`src/rtl/pixel_sequencer_pkg.sv`:
```
// Shared types and constants for the pixel array frame sequencer.
package pixel_pkg;

  localparam int unsigned CNT_W = 16;

  localparam int unsigned DEF_ERASE_CYCLES   = 5;
  localparam int unsigned DEF_EXPOSE_CYCLES  = 255;
  localparam int unsigned DEF_CONVERT_CYCLES = 255;
  localparam int unsigned DEF_READ_CYCLES    = 5;

  typedef enum logic [2:0] {
    S_IDLE    = 3'd0,
    S_ERASE   = 3'd1,
    S_EXPOSE  = 3'd2,
    S_CONVERT = 3'd3,
    S_READ0   = 3'd4,
    S_GAP     = 3'd5,
    S_READ1   = 3'd6,
    S_DONE    = 3'd7
  } pix_state_t;

  // Timed states run from N-1 down to 0 inclusive, i.e. N cycles.
  function automatic logic [CNT_W-1:0] cnt_load(input int unsigned n);
    return CNT_W'(n - 1);
  endfunction

endpackage

```
`src/rtl/pixel_sequencer_if.sv`:
```
// Control/status bundle between the frame sequencer and the pixel array / readout.
interface pixel_sequencer_if;
  import pixel_pkg::*;

  logic             START;
  logic             ABORT;
  logic             CONTINUOUS;
  logic             ERASE;
  logic             EXPOSE;
  logic             CONVERT;
  logic             READ0;
  logic             READ1;
  logic             BUSY;
  logic             ROW_VALID;
  logic             ROW_SEL;
  logic             FRAME_DONE;
  logic [CNT_W-1:0] FRAME_CNT;

  modport master (
    input  START, ABORT, CONTINUOUS,
    output ERASE, EXPOSE, CONVERT, READ0, READ1,
           BUSY, ROW_VALID, ROW_SEL, FRAME_DONE, FRAME_CNT
  );

  modport slave (
    output START, ABORT, CONTINUOUS,
    input  ERASE, EXPOSE, CONVERT, READ0, READ1,
           BUSY, ROW_VALID, ROW_SEL, FRAME_DONE, FRAME_CNT
  );

endinterface

```
`src/rtl/pixel_sequencer_cycle_counter.sv`:
```
// Loadable down-counter timing each sequencer state; also predicts next-cycle zero
// so the row-valid strobe can be registered.
module cycle_counter
  import pixel_pkg::*;
(
  input  logic             CLK,
  input  logic             RESET,
  input  logic             i_load,
  input  logic [CNT_W-1:0] i_load_val,
  input  logic             i_dec,
  output logic             o_zero,
  output logic             o_zero_nxt
);

  logic [CNT_W-1:0] r_count;

  always_ff @(posedge CLK or posedge RESET) begin
    if (RESET)                        r_count <= '0;
    else if (i_load)                  r_count <= i_load_val;
    else if (i_dec && r_count != '0)  r_count <= r_count - 1'b1;
  end

  assign o_zero = (r_count == '0);

  always_comb begin
    o_zero_nxt = o_zero;
    if (i_load)     o_zero_nxt = (i_load_val == '0);
    else if (i_dec) o_zero_nxt = (r_count <= CNT_W'(1));
  end

endmodule

```
`src/rtl/pixel_sequencer.sv`:
```
// Frame sequencer: ERASE -> EXPOSE -> CONVERT -> READ0 -> GAP -> READ1 -> DONE,
// one control active at a time, all outputs registered.
module pixel_sequencer
  import pixel_pkg::*;
#(
  parameter int unsigned ERASE_CYCLES   = DEF_ERASE_CYCLES,
  parameter int unsigned EXPOSE_CYCLES  = DEF_EXPOSE_CYCLES,
  parameter int unsigned CONVERT_CYCLES = DEF_CONVERT_CYCLES,
  parameter int unsigned READ_CYCLES    = DEF_READ_CYCLES
)(
  input  logic               CLK,
  input  logic               RESET,
  pixel_sequencer_if.master  bus
);

  generate
    if (ERASE_CYCLES   == 0 || ERASE_CYCLES   > 65535 ||
        EXPOSE_CYCLES  == 0 || EXPOSE_CYCLES  > 65535 ||
        CONVERT_CYCLES == 0 || CONVERT_CYCLES > 65535 ||
        READ_CYCLES    == 0 || READ_CYCLES    > 65535) begin : g_bad_cfg
      $error("pixel_sequencer: cycle parameters must be in 1..65535");
    end
  endgenerate

  localparam logic [CNT_W-1:0] LD_ERASE   = cnt_load(ERASE_CYCLES);
  localparam logic [CNT_W-1:0] LD_EXPOSE  = cnt_load(EXPOSE_CYCLES);
  localparam logic [CNT_W-1:0] LD_CONVERT = cnt_load(CONVERT_CYCLES);
  localparam logic [CNT_W-1:0] LD_READ    = cnt_load(READ_CYCLES);

  pix_state_t       r_state, w_nxt;
  logic             w_load, w_dec, w_zero, w_zero_nxt, w_rv_nxt;
  logic [CNT_W-1:0] w_load_val;

  logic             r_erase, r_expose, r_convert, r_read0, r_read1;
  logic             r_busy, r_row_valid, r_row_sel, r_frame_done;
  logic [CNT_W-1:0] r_frame_cnt;

  cycle_counter u_cnt (
    .CLK        (CLK),
    .RESET      (RESET),
    .i_load     (w_load),
    .i_load_val (w_load_val),
    .i_dec      (w_dec),
    .o_zero     (w_zero),
    .o_zero_nxt (w_zero_nxt)
  );

  always_ff @(posedge CLK or posedge RESET) begin
    if (RESET) r_state <= S_IDLE;
    else       r_state <= w_nxt;
  end

  always_comb begin
    w_nxt      = r_state;
    w_load     = 1'b0;
    w_load_val = '0;
    w_dec      = 1'b0;
    case (r_state)
      S_IDLE:
        if (bus.START) begin
          w_nxt = S_ERASE; w_load = 1'b1; w_load_val = LD_ERASE;
        end
      S_ERASE:
        if (w_zero) begin
          w_nxt = S_EXPOSE; w_load = 1'b1; w_load_val = LD_EXPOSE;
        end else w_dec = 1'b1;
      S_EXPOSE:
        if (w_zero) begin
          w_nxt = S_CONVERT; w_load = 1'b1; w_load_val = LD_CONVERT;
        end else w_dec = 1'b1;
      S_CONVERT:
        if (w_zero) begin
          w_nxt = S_READ0; w_load = 1'b1; w_load_val = LD_READ;
        end else w_dec = 1'b1;
      S_READ0:
        if (w_zero) w_nxt = S_GAP;
        else        w_dec = 1'b1;
      // GAP keeps READ0 and READ1 from ever toggling on the same edge.
      S_GAP: begin
        w_nxt = S_READ1; w_load = 1'b1; w_load_val = LD_READ;
      end
      S_READ1:
        if (w_zero) w_nxt = S_DONE;
        else        w_dec = 1'b1;
      S_DONE:
        if (bus.CONTINUOUS || bus.START) begin
          w_nxt = S_ERASE; w_load = 1'b1; w_load_val = LD_ERASE;
        end else w_nxt = S_IDLE;
      default: w_nxt = S_IDLE;
    endcase
    if (bus.ABORT) begin
      w_nxt      = S_IDLE;
      w_load     = 1'b1;
      w_load_val = '0;
      w_dec      = 1'b0;
    end
  end

  assign w_rv_nxt = (w_nxt == S_READ0 || w_nxt == S_READ1) && w_zero_nxt;

  // Outputs are decoded from the next state so they land in flops aligned with r_state.
  always_ff @(posedge CLK or posedge RESET) begin
    if (RESET) begin
      r_erase      <= 1'b0;
      r_expose     <= 1'b0;
      r_convert    <= 1'b0;
      r_read0      <= 1'b0;
      r_read1      <= 1'b0;
      r_busy       <= 1'b0;
      r_row_valid  <= 1'b0;
      r_row_sel    <= 1'b0;
      r_frame_done <= 1'b0;
      r_frame_cnt  <= '0;
    end else begin
      r_erase      <= (w_nxt == S_ERASE);
      r_expose     <= (w_nxt == S_EXPOSE);
      r_convert    <= (w_nxt == S_CONVERT);
      r_read0      <= (w_nxt == S_READ0);
      r_read1      <= (w_nxt == S_READ1);
      r_busy       <= (w_nxt != S_IDLE);
      r_frame_done <= (w_nxt == S_DONE);
      r_row_valid  <= w_rv_nxt;
      if (w_rv_nxt) r_row_sel <= (w_nxt == S_READ1);
      if (r_state == S_DONE && !bus.ABORT) r_frame_cnt <= r_frame_cnt + 1'b1;
    end
  end

  assign bus.ERASE      = r_erase;
  assign bus.EXPOSE     = r_expose;
  assign bus.CONVERT    = r_convert;
  assign bus.READ0      = r_read0;
  assign bus.READ1      = r_read1;
  assign bus.BUSY       = r_busy;
  assign bus.ROW_VALID  = r_row_valid;
  assign bus.ROW_SEL    = r_row_sel;
  assign bus.FRAME_DONE = r_frame_done;
  assign bus.FRAME_CNT  = r_frame_cnt;

endmodule
```
`src/flat_wrapper.sv`:
```
// flat-port wrapper written by rule: the top's interface ports become plain ports
module pixel_sequencer_flat import pixel_pkg::*;
#(
  parameter int unsigned ERASE_CYCLES   = DEF_ERASE_CYCLES,
  parameter int unsigned EXPOSE_CYCLES  = DEF_EXPOSE_CYCLES,
  parameter int unsigned CONVERT_CYCLES = DEF_CONVERT_CYCLES,
  parameter int unsigned READ_CYCLES    = DEF_READ_CYCLES
)
  (CLK, RESET, bus_START, bus_ABORT, bus_CONTINUOUS, bus_ERASE, bus_EXPOSE, bus_CONVERT, bus_READ0, bus_READ1, bus_BUSY, bus_ROW_VALID, bus_ROW_SEL, bus_FRAME_DONE, bus_FRAME_CNT);
  pixel_sequencer_if bus_i ();
  input  logic CLK;
  input  logic RESET;
  input wire logic [$bits(bus_i.START)-1:0] bus_START;
  input wire logic [$bits(bus_i.ABORT)-1:0] bus_ABORT;
  input wire logic [$bits(bus_i.CONTINUOUS)-1:0] bus_CONTINUOUS;
  output wire logic [$bits(bus_i.ERASE)-1:0] bus_ERASE;
  output wire logic [$bits(bus_i.EXPOSE)-1:0] bus_EXPOSE;
  output wire logic [$bits(bus_i.CONVERT)-1:0] bus_CONVERT;
  output wire logic [$bits(bus_i.READ0)-1:0] bus_READ0;
  output wire logic [$bits(bus_i.READ1)-1:0] bus_READ1;
  output wire logic [$bits(bus_i.BUSY)-1:0] bus_BUSY;
  output wire logic [$bits(bus_i.ROW_VALID)-1:0] bus_ROW_VALID;
  output wire logic [$bits(bus_i.ROW_SEL)-1:0] bus_ROW_SEL;
  output wire logic [$bits(bus_i.FRAME_DONE)-1:0] bus_FRAME_DONE;
  output wire logic [$bits(bus_i.FRAME_CNT)-1:0] bus_FRAME_CNT;
  assign bus_i.START = bus_START;
  assign bus_i.ABORT = bus_ABORT;
  assign bus_i.CONTINUOUS = bus_CONTINUOUS;
  assign bus_ERASE = bus_i.ERASE;
  assign bus_EXPOSE = bus_i.EXPOSE;
  assign bus_CONVERT = bus_i.CONVERT;
  assign bus_READ0 = bus_i.READ0;
  assign bus_READ1 = bus_i.READ1;
  assign bus_BUSY = bus_i.BUSY;
  assign bus_ROW_VALID = bus_i.ROW_VALID;
  assign bus_ROW_SEL = bus_i.ROW_SEL;
  assign bus_FRAME_DONE = bus_i.FRAME_DONE;
  assign bus_FRAME_CNT = bus_i.FRAME_CNT;
  pixel_sequencer #(.ERASE_CYCLES(ERASE_CYCLES), .EXPOSE_CYCLES(EXPOSE_CYCLES), .CONVERT_CYCLES(CONVERT_CYCLES), .READ_CYCLES(READ_CYCLES)) u_core (.CLK(CLK), .RESET(RESET), .bus(bus_i));
endmodule
```
`config.mk`:
```
export PLATFORM = sky130hd
export DESIGN_NAME = pixel_sequencer_flat
export DESIGN_NICKNAME = d
export VERILOG_FILES = /design/src/rtl/pixel_sequencer_pkg.sv /design/src/rtl/pixel_sequencer_if.sv /design/src/rtl/pixel_sequencer_cycle_counter.sv /design/src/rtl/pixel_sequencer.sv /design/src/flat_wrapper.sv
export SDC_FILE = /design/constraint.sdc
export NUM_CORES = 1
export LEC_CHECK = 0
export ABC_AREA = 1
export CAP_MARGIN = 10
export CORE_UTILIZATION = 57
export CTS_BUF_LIST = sky130_fd_sc_hd__clkbuf_4
export DETAILED_ROUTE_END_ITERATION = 6
export HOLD_SLACK_MARGIN = 0.02
export PLACE_DENSITY = 0.9
export SYNTH_ARGS = -nofsm -noshare
export SYNTH_HDL_FRONTEND = slang
export SYNTH_SLANG_ARGS = --single-unit
```
`constraint.sdc`:
```
create_clock -name CLK -period 2.2 [get_ports CLK]
set_clock_uncertainty 0.2 [all_clocks]
set_input_delay 0.44 -clock CLK [delete_from_list [all_inputs] [get_ports CLK]]
set_output_delay 0.44 -clock CLK [all_outputs]
set_load 0.05 [all_outputs]
```
; ---- Word level (Yosys, flattened, before mapping)
; Index checks and enable logic that the tools add are counted.
[word_totals]
inputBits = 5
elab_cells = 70
reg_bits = 44
out_inout_bits = 25
[op_classes]
magnitude_cmp = 1
n_addsub = 2
n_eq_ne = 13
mux = 27
n_reduce_logical = 15
[op_table]
columns = op, n
row1 = $pmux W16 S5, 1
row2 = $mux W16, 3
row3 = $logic_not A16 Y1, 2
row4 = $mux W3, 10
row5 = $pmux W3 S8, 1
row6 = $eq A3 B3 Y1 const B, 7
row7 = $add A16 B1 Y16 const B, 1
row8 = $le A16 B1 Y1 const B, 1
row9 = $reduce_bool A16 Y1, 1
row10 = $sub A16 B1 Y16 const B, 1
row11 = $eq A3 B2 Y1 const B, 4
row12 = $mux W1, 10
row13 = $mux W8, 1
row14 = $eq A3 B1 Y1 const B, 2
row15 = $reduce_or A5 Y1, 1
row16 = $pmux W1 S4, 1
row17 = $logic_and A1 B1 Y1, 3
row18 = $logic_not A3 Y1, 1
row19 = $reduce_bool A3 Y1, 1
row20 = $reduce_or A3 Y1, 1
row21 = $logic_or A1 B1 Y1, 2
row22 = $reduce_bool A2 Y1, 1
row23 = $reduce_or A2 Y1, 1
row24 = $logic_not A1 Y1, 1

; ---- Logic depth before layout (Yosys ltp)
[depth]
ltp_word = 7
ltp_mapped = 15
mapped_depth_nobuf = 14

; ---- Cells and area by module
; A second synthesis with hierarchy kept.
[hier_totals]
cells_unflattened = 404
hier_area_um2 = 2984.1
[by_module_without_submodules]
columns = module, area_per_inst_um2, cells_per_inst, n_inst
row1 = pixel_sequencer, 1521.5, 204, 1
row2 = cycle_counter, 1462.7, 200, 1

; ---- Least setup slack after synthesis
; No wires, ideal clock.
[synth_timing]
kind = register to register
from = register u_core.r_frame_cnt[0] (netlist: u_core.bus.FRAME_CNT[0])
to = register u_core.r_frame_cnt[14] (netlist: u_core.bus.FRAME_CNT[14])
path_slack_ps = 64
n_path_buf = 0
setup_ps = 123
arrival_time_ps = 1813
path_stages_with_launch = 10
synth_period_minus_slack_ps = 2136
path_cell_list = dfrtp_1 > ha_1 > nand3_1 > nor3_1 > nand2_2 > nor2_4 > nand3_2 > nor2_2 > nand2_1 > xor2_1
[synth_between]
elab_chain_cells = 1
[synth_rtl]
columns = element, line_no
row1 = start: declaration, pixel_sequencer.sv:36  ; logic [CNT_W-1:0] r_frame_cnt;
row2 = start signal: assignment, pixel_sequencer.sv:124  ; if (r_state == S_DONE && !bus.ABORT) r_frame_cnt <= r_frame_cnt + 1'b1;
row3 = $add A16 B1 Y16, pixel_sequencer.sv:124
; No other way between the ends.
; A chain may end at the register's enable or synchronous reset.

; ---- Final worst setup path
[layout_timing]
from = register u_core.r_busy (netlist: u_core.bus.BUSY)
to = output bus_BUSY
[layout_lines]
columns = element, line_no
row1 = start: declaration, pixel_sequencer.sv:35  ; logic r_busy, r_row_valid, r_row_sel, r_frame_done;
row2 = start signal: assignment, pixel_sequencer.sv:120  ; r_busy <= (w_nxt != S_IDLE);
row3 = end: declaration, flat_wrapper.sv:21  ; output wire logic [$bits(bus_i.BUSY)-1:0] bus_BUSY;
; No word-level cell between the ends.

==> results.toml <==
[status]
run_status = "complete, no violations"

[synth]
async_flop_share_pct = 100.0
yosys_warnings = 0
synth_top_family_by_area = "simple AND/OR/NAND/NOR gates"
synth-simple-area-share_pct = 30.97
synth_nets = 290
yosys.area_share.xor_xnor_pct = 8.029
yosys-top-cells-area = "dfrtp_1, nand2_1, xor2_1"
synth.most_common_cell = "nand2_1"
synth.ff_latch_count = 44
synth-adder-area-share_pct = 2.086
synth_edf_count = 0
netlist_area_um2 = 2400
synth_common_cells = "nand2_1, dfrtp_1, inv_1, nor2_1"
synth_flop_cell = "dfrtp_1"
synth_cell_types = 30
netlist_instances = 281
syn_avg_cell_area_um2 = 8.540
ys_seq_area_share_pct = 45.88
yosysTopAreaCell = "dfrtp_1"
synth_compound_area_share_pct = 5.527
synth_mux_area_share_pct = 0
yosysTopAreaCellShare_pct = 45.88

[pwr]
power_density_nw_per_um2 = 752.2
power_mw = 2.103
p_leak_nw = 1.503
max-vdd-ir-drop_v = 0.0006506

[grt]
grtUsageTotal_pct = 23.02
grt_pass1_wl_mm = 7.769
grt_max_degree = 45
grt_pass1_vias = 1791
grt_antenna_before_repair = 0
grt.overflow.total = 0

[clock_tree]
clkLatencyLatePin_ns = 0.35
ctsLongestPathBuffers = 2
cts.htree.levels = 2
path_clk_slew_ns = 0.12
clock-sinks = 44
cts_setup_buffers = 0
cts_tree = "yes"
root_buffer = "clkbuf_4"
cts_made_buffers = 5

[critical_path]
crit_fanout = 1
cp.arrival_ns = 1.51
path_buf_inv = 1
slowest_delay_ns = 0.80
cp_top_family = "buffers and inverters"
cp_slowest_cell = "clkdlybuf4s50_1"
cp_cell_sequence = "clkdlybuf4s50_1"
crit_required_ns = 1.56
worstSetupPathType = "reg2out"
startpoint_type = "flop"
endpoint_kind = "output pin"

[sta]
finalMaxSlewViolations = 0
slew_headroom_pct = 63.18
final-setup-viol-count = 0
period_minus_slack_ns = 2.154
finalCritPeriodShare_pct = 97.89
setup_slack_ns = 0.04638
setup_tns_ns = 0
hold_viol_final = 0
hold_slack_ns = 0.2764
clock.fmax_mhz = 464.3
worst_slew_pin_slew_ns = 0.5523
rsz0062_at_grt = "false"

[finish]
diodes = 0
nets = 328
stdcell_count = 370
area_growth_pct = 16.53
multiInputGateArea_um2 = 1119
num-fill-cells = 322
final_util_pct = 69.41
ff_latch_area_um2 = 1101
design_area_um2 = 2796
drive_gt1_share_pct = 17.19

[die]
boundaryPins = 30
core_area_um2 = 4029
die_height_um = 66.89
die_x_um = 66.89
initial_core_util_pct = 59.57
rows = 23
die_area_um2 = 4474

[place]
port_buffers = 29
place_inst = 362
placed_cell_area_um2 = 2746
gp_congestion = 0.8880
post-place-ws_ns = -0.01173
post-dp-hpwl_mm = 3.375

[drt]
vias_per_cell = 5.062
drc_errors = 0
dr.pass1.iters = 4
antenna_left = 0
wl_per_cell_um = 12.40
drtIter0Drc = 94
wl_mm = 4.588
vias = 1873

[hold_path]
hp-class = "reg2reg"

[job]
max_cap_viol_count = 0
-- power breakdown --
| group | internal (mW) | switching [mW] | total, mW |
|---|---|---|---|
| Sequential | 0.891 | 0.0920 | 0.983 |
| Combinational | 0.261 | 0.487 | 0.748 |
| Clock | 0.118 | 0.255 | 0.372 |
| Total | 1.27 | 0.834 | 2.10 |
-- kinds of logic after synthesis --
family | after synthesis
and+or+nand+nor | 143
AOI/OAI and AO/OA | 24
adders and majority gates | 4
DFF | 44
xor gates and xnor gates | 22
buffers and inverters | 44
-- layout make-up --
| class | instances | area share (%) |
|---|---|---|
| multi-input combinational | 193 | 40.00 |
| sequential | 44 | 39.37 |
| timing repair buffer | 34 | 11.05 |
| inverter | 41 | 5.503 |
| tap | 50 | 2.237 |
| clock buffer | 5 | 1.342 |
| clock inverter | 3 | 0.4922 |
-- placed cells by master, fill, tap and decap left out, drive strengths merged, types with 6 or more instances in the layout --
cell / n
nand2: 67
xor2: 16
dfrtp: 44
o21ai: 12
xnor2: 6
clkdlybuf4s50: 12
nor2: 45
a21oi: 6
inv: 40
buf: 12
nor3: 8
nand3: 18
dlygate4sd2: 7
-- flip-flops by register name, summed over array words and instances (netlist names) --
name and cells:
u_core.bus.EXPOSE 1, u_core.u_cnt.r_count 16, u_core.bus.READ0 1, u_core.bus.ROW_VALID 1, u_core.bus.READ1 1, u_core.bus.CONVERT 1, u_core.bus.FRAME_DONE 1, u_core.bus.ROW_SEL 1
u_core.bus.BUSY 1, u_core.bus.ERASE 1, u_core.r_state 3, u_core.bus.FRAME_CNT 16
-- final timing paths --
check,startpoint,end,slack (ns),depth (start not counted)
min,u_core.bus.FRAME_CNT[15]$_DFFE_PP0P_,u_core.bus.FRAME_CNT[15]$_DFFE_PP0P_,0.28,1
min reg2reg,u_core.bus.FRAME_CNT[15]$_DFFE_PP0P_,u_core.bus.FRAME_CNT[15]$_DFFE_PP0P_,0.28,1
min in group asynchronous,RESET,u_core.bus.ROW_VALID$_DFF_PP0_,0.31,3
max,u_core.bus.BUSY$_DFF_PP0_,bus_BUSY,0.05,1
max in group asynchronous,RESET,u_core.r_state[1]$_DFF_PP0_,1.10,3
max reg2reg,u_core.u_cnt.r_count[0]$_DFFE_PP0P_,u_core.u_cnt.r_count[1]$_DFFE_PP0P_,0.18,9
-- per-layer routing --
layer	share of wire [%]	global-route usage (%)	up-vias	wire length [um]
met5	0	0	-	0
met2	51	40.28	32	2347
met4	1.4	8.245	0	65
met1	45	28.74	886	2052
met3	2.7	3.082	7	123
li1	-	-	948	-
-- repair_timing --
item	4_1_cts	5_1_grt
gates cloned	0	0
endpoints found under the setup margin	7	3
gates resized for setup	7	3
hold buffers	0	0
No activity file was read; power rests on OpenSTA's default activity.
